<file path="src/rtl/ps2_ascii_decoder_pkg.sv">
// rtl/ps2_ascii_decoder_pkg.sv - shared scan codes and prefix FSM encodings
package ps2_ascii_decoder_pkg;

  localparam logic [7:0] PS2_PREFIX_EXT = 8'hE0;
  localparam logic [7:0] PS2_PREFIX_BRK = 8'hF0;

  localparam logic [7:0] KEY_LSHIFT   = 8'h12;
  localparam logic [7:0] KEY_RSHIFT   = 8'h59;
  localparam logic [7:0] KEY_CAPS     = 8'h58;
  localparam logic [7:0] KEY_ENTER    = 8'h5A;
  localparam logic [7:0] KEY_SPACE    = 8'h29;
  localparam logic [7:0] KEY_BKSP     = 8'h66;
  localparam logic [7:0] KEY_TAB      = 8'h0D;
  localparam logic [7:0] KEY_KP_SLASH = 8'h4A;

  typedef enum logic [1:0] {
    ST_IDLE   = 2'd0,
    ST_EXT    = 2'd1,
    ST_BRK    = 2'd2,
    ST_EXTBRK = 2'd3
  } ps2_state_e;

  function automatic logic is_prefix(input logic [7:0] b);
    return (b == PS2_PREFIX_EXT) || (b == PS2_PREFIX_BRK);
  endfunction

endpackage

</file>
<file path="src/rtl/ps2_ascii_decoder_if.sv">
// rtl/ps2_ascii_decoder_if.sv - scan byte input and ASCII valid/ready output bundle
interface ps2_ascii_decoder_if;
  logic [7:0] rx_data;
  logic       read_data;
  logic [7:0] ascii_data;
  logic       ascii_valid;
  logic       ascii_ready;

  // master: scan source plus character consumer; slave: the decoder
  modport master (
    output rx_data, read_data, ascii_ready,
    input  ascii_data, ascii_valid
  );

  modport slave (
    input  rx_data, read_data, ascii_ready,
    output ascii_data, ascii_valid
  );
endinterface

</file>
<file path="src/rtl/ps2_ascii_decoder_scan_to_ascii.sv">
// rtl/ps2_ascii_decoder_scan_to_ascii.sv - combinational set-2 make code to ASCII lookup
module ps2_scan_to_ascii
  import ps2_ascii_decoder_pkg::*;
(
  input  logic [7:0] i_code,
  input  logic       i_ext,
  input  logic       i_upper_letter,
  input  logic       i_shift,
  output logic       o_hit,
  output logic [7:0] o_ascii
);

  logic [7:0] w_lower;
  logic [7:0] w_plain;
  logic [7:0] w_shifted;

  always_comb begin
    w_lower = 8'h00;
    case (i_code)
      8'h1C: w_lower = 8'h61;  8'h32: w_lower = 8'h62;  8'h21: w_lower = 8'h63;
      8'h23: w_lower = 8'h64;  8'h24: w_lower = 8'h65;  8'h2B: w_lower = 8'h66;
      8'h34: w_lower = 8'h67;  8'h33: w_lower = 8'h68;  8'h43: w_lower = 8'h69;
      8'h3B: w_lower = 8'h6A;  8'h42: w_lower = 8'h6B;  8'h4B: w_lower = 8'h6C;
      8'h3A: w_lower = 8'h6D;  8'h31: w_lower = 8'h6E;  8'h44: w_lower = 8'h6F;
      8'h4D: w_lower = 8'h70;  8'h15: w_lower = 8'h71;  8'h2D: w_lower = 8'h72;
      8'h1B: w_lower = 8'h73;  8'h2C: w_lower = 8'h74;  8'h3C: w_lower = 8'h75;
      8'h2A: w_lower = 8'h76;  8'h1D: w_lower = 8'h77;  8'h22: w_lower = 8'h78;
      8'h35: w_lower = 8'h79;  8'h1A: w_lower = 8'h7A;
      default: w_lower = 8'h00;
    endcase
  end

  // Non-letters: {unshifted, shifted} glyph pair; whitespace keys repeat the same code
  always_comb begin
    w_plain   = 8'h00;
    w_shifted = 8'h00;
    case (i_code)
      8'h16: begin w_plain = 8'h31; w_shifted = 8'h21; end
      8'h1E: begin w_plain = 8'h32; w_shifted = 8'h40; end
      8'h26: begin w_plain = 8'h33; w_shifted = 8'h23; end
      8'h25: begin w_plain = 8'h34; w_shifted = 8'h24; end
      8'h2E: begin w_plain = 8'h35; w_shifted = 8'h25; end
      8'h36: begin w_plain = 8'h36; w_shifted = 8'h5E; end
      8'h3D: begin w_plain = 8'h37; w_shifted = 8'h26; end
      8'h3E: begin w_plain = 8'h38; w_shifted = 8'h2A; end
      8'h46: begin w_plain = 8'h39; w_shifted = 8'h28; end
      8'h45: begin w_plain = 8'h30; w_shifted = 8'h29; end
      8'h0E: begin w_plain = 8'h60; w_shifted = 8'h7E; end
      8'h4E: begin w_plain = 8'h2D; w_shifted = 8'h5F; end
      8'h55: begin w_plain = 8'h3D; w_shifted = 8'h2B; end
      8'h54: begin w_plain = 8'h5B; w_shifted = 8'h7B; end
      8'h5B: begin w_plain = 8'h5D; w_shifted = 8'h7D; end
      8'h5D: begin w_plain = 8'h5C; w_shifted = 8'h7C; end
      8'h4C: begin w_plain = 8'h3B; w_shifted = 8'h3A; end
      8'h52: begin w_plain = 8'h27; w_shifted = 8'h22; end
      8'h41: begin w_plain = 8'h2C; w_shifted = 8'h3C; end
      8'h49: begin w_plain = 8'h2E; w_shifted = 8'h3E; end
      KEY_KP_SLASH: begin w_plain = 8'h2F; w_shifted = 8'h3F; end
      KEY_SPACE:    begin w_plain = 8'h20; w_shifted = 8'h20; end
      KEY_ENTER:    begin w_plain = 8'h0D; w_shifted = 8'h0D; end
      KEY_BKSP:     begin w_plain = 8'h08; w_shifted = 8'h08; end
      KEY_TAB:      begin w_plain = 8'h09; w_shifted = 8'h09; end
      default: begin w_plain = 8'h00; w_shifted = 8'h00; end
    endcase
  end

  always_comb begin
    o_hit   = 1'b0;
    o_ascii = 8'h00;
    if (i_ext) begin
      if (i_code == KEY_ENTER) begin
        o_hit   = 1'b1;
        o_ascii = 8'h0D;
      end else if (i_code == KEY_KP_SLASH) begin
        o_hit   = 1'b1;
        o_ascii = 8'h2F;
      end
    end else if (w_lower != 8'h00) begin
      o_hit   = 1'b1;
      o_ascii = i_upper_letter ? (w_lower & 8'hDF) : w_lower;
    end else if (w_plain != 8'h00) begin
      o_hit   = 1'b1;
      o_ascii = i_shift ? w_shifted : w_plain;
    end
  end

endmodule

</file>
<file path="src/rtl/ps2_ascii_decoder.sv">
// rtl/ps2_ascii_decoder.sv - PS/2 scan byte to ASCII decoder with prefix FSM, modifiers and output FIFO
module ps2_ascii_decoder
  import ps2_ascii_decoder_pkg::*;
#(
  parameter int FIFO_DEPTH  = 8,
  parameter int COUNT_WIDTH = 4
) (
  input  logic                   clk,
  input  logic                   reset,
  ps2_ascii_decoder_if.slave     bus,
  output logic                   shift_active,
  output logic                   caps_active,
  output logic                   overflow,
  output logic [COUNT_WIDTH-1:0] fifo_count
);

  localparam int AW = $clog2(FIFO_DEPTH);

  ps2_state_e r_state;
  logic       r_lshift;
  logic       r_rshift;
  logic       r_caps;
  logic       r_caps_held;
  logic       r_char_valid;
  logic [7:0] r_char;
  logic       r_overflow;

  logic [7:0]             r_mem [FIFO_DEPTH];
  logic [COUNT_WIDTH-1:0] r_wr_ptr;
  logic [COUNT_WIDTH-1:0] r_rd_ptr;

  logic [COUNT_WIDTH-1:0] w_count;
  logic                   w_empty;
  logic                   w_full;
  logic                   w_pop;
  logic                   w_push_ok;
  logic                   w_hit;
  logic [7:0]             w_ascii;

  assign shift_active = r_lshift | r_rshift;
  assign caps_active  = r_caps;
  assign overflow     = r_overflow;

  ps2_scan_to_ascii u_xlat (
    .i_code         (bus.rx_data),
    .i_ext          (r_state == ST_EXT),
    .i_upper_letter (shift_active ^ r_caps),
    .i_shift        (shift_active),
    .o_hit          (w_hit),
    .o_ascii        (w_ascii)
  );

  // Prefix FSM and modifier tracking; the translated character lands in a one-deep pipeline register
  always_ff @(posedge clk) begin
    if (!reset) begin
      r_state      <= ST_IDLE;
      r_lshift     <= 1'b0;
      r_rshift     <= 1'b0;
      r_caps       <= 1'b0;
      r_caps_held  <= 1'b0;
      r_char_valid <= 1'b0;
      r_char       <= 8'h00;
    end else begin
      r_char_valid <= 1'b0;
      if (bus.read_data) begin
        case (r_state)
          ST_IDLE: begin
            if (bus.rx_data == PS2_PREFIX_EXT) begin
              r_state <= ST_EXT;
            end else if (bus.rx_data == PS2_PREFIX_BRK) begin
              r_state <= ST_BRK;
            end else begin
              r_char_valid <= w_hit;
              r_char       <= w_ascii;
              case (bus.rx_data)
                KEY_LSHIFT: r_lshift <= 1'b1;
                KEY_RSHIFT: r_rshift <= 1'b1;
                KEY_CAPS: begin
                  if (!r_caps_held) r_caps <= ~r_caps;
                  r_caps_held <= 1'b1;
                end
                default: ;
              endcase
            end
          end
          ST_EXT: begin
            if (bus.rx_data == PS2_PREFIX_BRK) begin
              r_state <= ST_EXTBRK;
            end else if (bus.rx_data != PS2_PREFIX_EXT) begin
              r_char_valid <= w_hit;
              r_char       <= w_ascii;
              r_state      <= ST_IDLE;
            end
          end
          ST_BRK: begin
            if (!is_prefix(bus.rx_data)) begin
              case (bus.rx_data)
                KEY_LSHIFT: r_lshift    <= 1'b0;
                KEY_RSHIFT: r_rshift    <= 1'b0;
                KEY_CAPS:   r_caps_held <= 1'b0;
                default: ;
              endcase
              r_state <= ST_IDLE;
            end
          end
          ST_EXTBRK: begin
            if (!is_prefix(bus.rx_data)) r_state <= ST_IDLE;
          end
          default: r_state <= ST_IDLE;
        endcase
      end
    end
  end

  // Pointers carry one extra bit so full and empty are distinguishable
  assign w_count    = r_wr_ptr - r_rd_ptr;
  assign w_empty    = (r_wr_ptr == r_rd_ptr);
  assign w_full     = (w_count == COUNT_WIDTH'(FIFO_DEPTH));
  assign w_pop      = !w_empty && bus.ascii_ready;
  assign w_push_ok  = r_char_valid && (!w_full || w_pop);

  assign fifo_count      = w_count;
  assign bus.ascii_valid = !w_empty;
  assign bus.ascii_data  = w_empty ? 8'h00 : r_mem[r_rd_ptr[AW-1:0]];

  always_ff @(posedge clk) begin
    if (!reset) begin
      r_wr_ptr   <= '0;
      r_rd_ptr   <= '0;
      r_overflow <= 1'b0;
    end else begin
      if (w_push_ok) r_wr_ptr <= r_wr_ptr + 1'b1;
      if (w_pop)     r_rd_ptr <= r_rd_ptr + 1'b1;
      if (r_char_valid && w_full && !w_pop) r_overflow <= 1'b1;
    end
  end

  always_ff @(posedge clk) begin
    if (w_push_ok) r_mem[r_wr_ptr[AW-1:0]] <= r_char;
  end

endmodule

</file>
<file path="src/flat_wrapper.sv">
// flat-port wrapper written by rule: the top's interface ports become plain ports
module ps2_ascii_decoder_flat import ps2_ascii_decoder_pkg::*;
#(
  parameter int FIFO_DEPTH  = 8,
  parameter int COUNT_WIDTH = 4
)
  (clk, reset, shift_active, caps_active, overflow, fifo_count, bus_rx_data, bus_read_data, bus_ascii_ready, bus_ascii_data, bus_ascii_valid);
  ps2_ascii_decoder_if bus_i ();
  input  logic clk;
  input  logic reset;
  output logic shift_active;
  output logic caps_active;
  output logic overflow;
  output logic [COUNT_WIDTH-1:0] fifo_count;
  input wire logic [$bits(bus_i.rx_data)-1:0] bus_rx_data;
  input wire logic [$bits(bus_i.read_data)-1:0] bus_read_data;
  input wire logic [$bits(bus_i.ascii_ready)-1:0] bus_ascii_ready;
  output wire logic [$bits(bus_i.ascii_data)-1:0] bus_ascii_data;
  output wire logic [$bits(bus_i.ascii_valid)-1:0] bus_ascii_valid;
  assign bus_i.rx_data = bus_rx_data;
  assign bus_i.read_data = bus_read_data;
  assign bus_i.ascii_ready = bus_ascii_ready;
  assign bus_ascii_data = bus_i.ascii_data;
  assign bus_ascii_valid = bus_i.ascii_valid;
  ps2_ascii_decoder #(.FIFO_DEPTH(FIFO_DEPTH), .COUNT_WIDTH(COUNT_WIDTH)) u_core (.clk(clk), .reset(reset), .bus(bus_i), .shift_active(shift_active), .caps_active(caps_active), .overflow(overflow), .fifo_count(fifo_count));
endmodule
</file>
<file path="config.mk">
export PLATFORM = sky130hd
export DESIGN_NAME = ps2_ascii_decoder_flat
export DESIGN_NICKNAME = d
export VERILOG_FILES = /design/src/rtl/ps2_ascii_decoder_pkg.sv /design/src/rtl/ps2_ascii_decoder_if.sv /design/src/rtl/ps2_ascii_decoder_scan_to_ascii.sv /design/src/rtl/ps2_ascii_decoder.sv /design/src/flat_wrapper.sv
export SDC_FILE = /design/constraint.sdc
export NUM_CORES = 1
export LEC_CHECK = 0
export BUFFER_PORTS_ARGS = -buffer_cell sky130_fd_sc_hd__buf_2
export CORE_ASPECT_RATIO = 1.2
export CORE_UTILIZATION = 55
export CTS_CLUSTER_DIAMETER = 200
export DETAILED_ROUTE_END_ITERATION = 16
export GPL_TIMING_DRIVEN = 0
export PLACE_DENSITY_LB_ADDON = 0.08
export SETUP_SLACK_MARGIN = 0.3
export SLEW_MARGIN = 40
export SYNTH_ARGS = -nofsm -noshare
export SYNTH_HDL_FRONTEND = slang
export SYNTH_SLANG_ARGS = --single-unit
</file>
<file path="constraint.sdc">
create_clock -name clk -period 2.7 [get_ports clk]
set_input_delay 0.405 -clock clk [delete_from_list [all_inputs] [get_ports clk]]
set_output_delay 0.405 -clock clk [all_outputs]
set_load 0.005 [all_outputs]
</file>
==> results.py <==
metrics = {
    "power_and_ir_drop": {
        "netSwitchingFraction": 0.2898,
        "max-vdd-ir-drop_v": 0.0002431,
        "clock_share_of_power": 0.317,
        "power-per-cell-area_nw_per_um2": 512.7,
        "seq_power_share": 0.459,
        "p_sw_w": 0.0008861,
        "share_comb_of_total_power": 0.224,
        "internal_power_w": 0.002172,
        "leakage_nw": 2.094,
    },
    "clock_network": {
        "clock_latency_ns": 0.36,
        "numCtsBuffers": 9,
        "htree_num_levels": 3,
        "clk_transition_reported_paths_ns": 0.09,
        "max-clock-path-buffers": 2,
        "cts_root_buf": "sky130_fd_sc_hd__clkbuf_8",
        "cts_sinks": 82,
        "cts_hold_repair.buffers": 0,
        "clock_tree_from_tritoncts": "done",
    },
    "synth": {
        "synth_simple_gate_area_share": 0.1757,
        "most_area_hungry_cell_type_in_the_yosys_netlist": "sky130_fd_sc_hd__edfxtp_1",
        "ys_ff_latch": 82,
        "synth-adder-area-share": 0.03469,
        "synth_flop_cell": "sky130_fd_sc_hd__edfxtp_1",
        "synth.distinct_cells": 76,
        "largest_family_of_logic_cells_by_synthesized_area": "simple AND/OR/NAND/NOR gates",
        "synthesis.nets": 483,
        "synth_sequential_area_ratio": 0.4489,
        "asyncSetResetFlopFracSynth": 0,
        "yosysWarningCount": 0,
        "yosys-top-cells-area": "sky130_fd_sc_hd__edfxtp_1, sky130_fd_sc_hd__dfxtp_1, sky130_fd_sc_hd__mux4_2",
        "post_synthesis_instance_area_um2": 4906,
        "post_synth_xor_area_fraction": 0.01607,
        "edff_count_synth": 56,
        "avgSynthCellArea_um2": 10.71,
        "synth.area.mux_share": 0.1035,
        "synth_compound_gate_area_share": 0.1683,
        "netlist.area_leader.share": 0.3428,
        "syn-instance-count": 458,
    },
    "floorplan": {
        "die_height_um": 105.5,
        "chip_width_um": 88.22,
        "initial_core_util": 0.5697,
        "fp-row-count": 37,
        "floorplan.core_area_um2": 8611,
        "io-pin-count": 28,
        "floorplan.die_area_um2": 9303,
    },
    "global_routing": {
        "grt_first_pass_wirelength_mm": 23.84,
        "global_route.usage.total": 0.3525,
        "grt_pass1_vias": 4214,
        "grt_max_degree": 15,
        "grt_overflow_total": 0,
        "grt_antenna_before_repair": 0,
    },
    "worst_hold_path": {
        "hold_path_depth": 3,
        "min-delay-start": "bus_read_data",
        "worst_hold_path_type": "input port to flop",
    },
    "critical_path": {
        "timing.critical_path.required_ns": 2.77,
        "crit_slowest_cell": "sky130_fd_sc_hd__dfxtp_4",
        "crit_chain": "inv_8 > ha_4 > fa_2 > xnor2_2 > nand4b_1 > o31ai_4 > buf_6 > buf_12 > nor4_4 > buf_6",
        "max_stage_delay_ns": 0.39,
        "arrival_time_worst_endpoint_ns": 2.54,
        "path_common_cell": "sky130_fd_sc_hd__buf_6",
        "critPathCaptureType": "flop",
        "largest_fanout_of_any_net_on_the_critical_path": 7,
        "worst-setup-path-type": "flop to flop",
        "crit_start": "u_core.r_wr_ptr[0]",
        "cp-start-kind": "flop",
        "rr_startpoint": "u_core.r_wr_ptr[0]",
        "crit_end": "u_core.r_mem[4][3]",
        "r2r_end": "u_core.r_mem[4][3]",
        "reg2reg_slack_ns": 0.23,
        "rr_worst_depth": 10,
    },
    "drt": {
        "detailedRoute.firstIterationViolations": 362,
        "avgRoutedWirePerCell_um": 25.16,
        "detail-route-antenna-nets": 0,
        "postRouteWirelength_mm": 16.03,
        "post-route-drc-count": 0,
        "drt-pass1-iter-count": 5,
        "routed-via-count": 4305,
        "vias_per_cell": 6.758,
    },
    "timing": {
        "grt_setup_unrepaired": "yes",
        "post-route-min-period_ns": 2.471,
        "report.final.slew_viol_count": 0,
        "final_hold_viols": 0,
        "worstMarginPinSlew_ns": 0.9400,
        "final_min_period_over_clock_period": 0.9153,
        "finalSetupViolations": 0,
        "worst_relative_slew_slack": 0.3717,
        "achievable-frequency_mhz": 404.7,
        "worst_clock_skew_ns": 0.01547,
        "fin_ws_ns": 0.2288,
    },
    "final_layout": {
        "fin_util": 0.6927,
        "layout.cells.most_common_list": "sky130_fd_sc_hd__edfxtp_1, sky130_fd_sc_hd__nor2_1, sky130_fd_sc_hd__buf_2",
        "areaGrowthSynthToFinish_pct": 21.58,
        "final_common_cell": "sky130_fd_sc_hd__edfxtp_1",
        "antenna_cells": 0,
        "layout.nets": 540,
        "post_route_cells_drive_above_1_share": 0.3115,
        "n_fill_cell": 618,
    },
    "run_status": {
        "status": "completed",
    },
    "placement": {
        "place.detailed.hpwl_mm": 10.43,
        "port_buffers": 23,
        "finalWeightedCongestion": 0.9482,
        "preCtsSetupSlack_ns": -0.2982,
    },
    "job": {
        "timing.max_cap.violations": 0,
    },
}
-- final cells by class --
| cell class | count | area [µm²] | share of cell area |
|---|---|---|---|
| Clock inverter | 7 | 93.84 | 0.01573 |
| Tap cell | 117 | 146.4 | 0.02454 |
| Buffer | 31 | 212.7 | 0.03566 |
| Multi-Input combinational cell | 322 | 2735 | 0.4586 |
| Clock buffer | 9 | 123.9 | 0.02077 |
| Inverter | 23 | 97.59 | 0.01636 |
| Sequential cell | 82 | 2218 | 0.3719 |
| Timing Repair Buffer | 46 | 336.6 | 0.05643 |
-- layer usage --
| metal | GRT usage | part of all wire | up-vias |
|---|---|---|---|
| met2 | 0.6280 | 0.53 | 253 |
| li1 | - | - | 1881 |
| met4 | 0.1912 | 0.057 | 0 |
| met3 | 0.05247 | 0.061 | 73 |
| met1 | 0.3939 | 0.35 | 2098 |
| met5 | 0 | 0 | - |
-- per-stage QoR --
stage	cell area (µm²)	hold slack, ns	setup TNS, ns	power [W]	std cells
3_5_place_dp	5355	0.4591	-2.634	0.001989	598
2_1_floorplan	5087	0.4537	0	0.001820	458
4_1_cts	5816	0.3180	0	0.002959	632
3_3_place_gp	5349	0.4456	-2.091	0.001975	598
5_1_grt	5964	0.3609	0	0.003162	637
6_report	5964	0.3343	0	0.003058	637
-- logic make-up (layout without fill, tap and decap cells) --
logic type,count (synthesis),after routing
compound gates,111,111
xor+xnor,9,9
fa+ha+maj,13,13
buf+inv,54,116
flops,82,82
mux,33,33
other cells,1,1
simple gates,155,155
-- flip-flops by register name, summed over array words and instances (netlist names), 2 cells and up, named ones only --
name	flops
u_core.r_rd_ptr	4
u_core.r_wr_ptr	4
u_core.r_state	2
u_core.r_char	7
u_core.r_mem	56
-- synthesized netlist by cell type, types with 7 or more instances --
library cell / instances
sky130_fd_sc_hd__edfxtp_1: 56
sky130_fd_sc_hd__nor2_1: 38
sky130_fd_sc_hd__dfxtp_1: 26
sky130_fd_sc_hd__a21oi_1: 22
sky130_fd_sc_hd__nand2_1: 22
sky130_fd_sc_hd__inv_1: 20
sky130_fd_sc_hd__nor3_1: 20
sky130_fd_sc_hd__o21ai_0: 18
sky130_fd_sc_hd__mux2i_1: 17
sky130_fd_sc_hd__nand2b_1: 17
sky130_fd_sc_hd__buf_2: 15
sky130_fd_sc_hd__mux4_2: 14
sky130_fd_sc_hd__nor4_1: 13
sky130_fd_sc_hd__ha_1: 12
sky130_fd_sc_hd__nor2b_1: 9
sky130_fd_sc_hd__a211oi_1: 8
sky130_fd_sc_hd__clkbuf_1: 8
sky130_fd_sc_hd__o21a_1: 7
-- worst max-delay path: cells and delay by family, from the launching register on --
family          cells  cell delay [ns]
fa+ha+maj           2             0.51
compound gates      1             0.11
xor+xnor            1             0.15
buf+inv             4             0.50
simple gates        2             0.51
flops               1             0.39
-- how the worst min path moves through the flow --
stage | endpoint | slack, ns
after floorplan | u_core.r_caps_held | 0.45
after CTS | u_core.r_state[1] | 0.32
after detailed placement | u_core.overflow | 0.46
after global routing | u_core.r_state[1] | 0.36
final | u_core.r_state[1] | 0.33
after global placement | u_core.overflow | 0.45
-- what timing repair did --
item | in CTS | in global routing
pin swaps | 12 | 16
buffers inserted | 18 | 5
gates resized for setup | 32 | 36
setup endpoints to repair | 77 | 75
-- power by group through the flow --
stage,Sequential [W],Combinational [W],Clock (W)
floorplan,0.00142,0.000400,0
global placement,0.00143,0.000546,0
detailed placement,0.00143,0.000557,0
CTS,0.00140,0.000612,0.000951
global route,0.00141,0.000733,0.00102
finish,0.00140,0.000684,0.000970
Note: power is estimated with default switching activity, not from simulation.
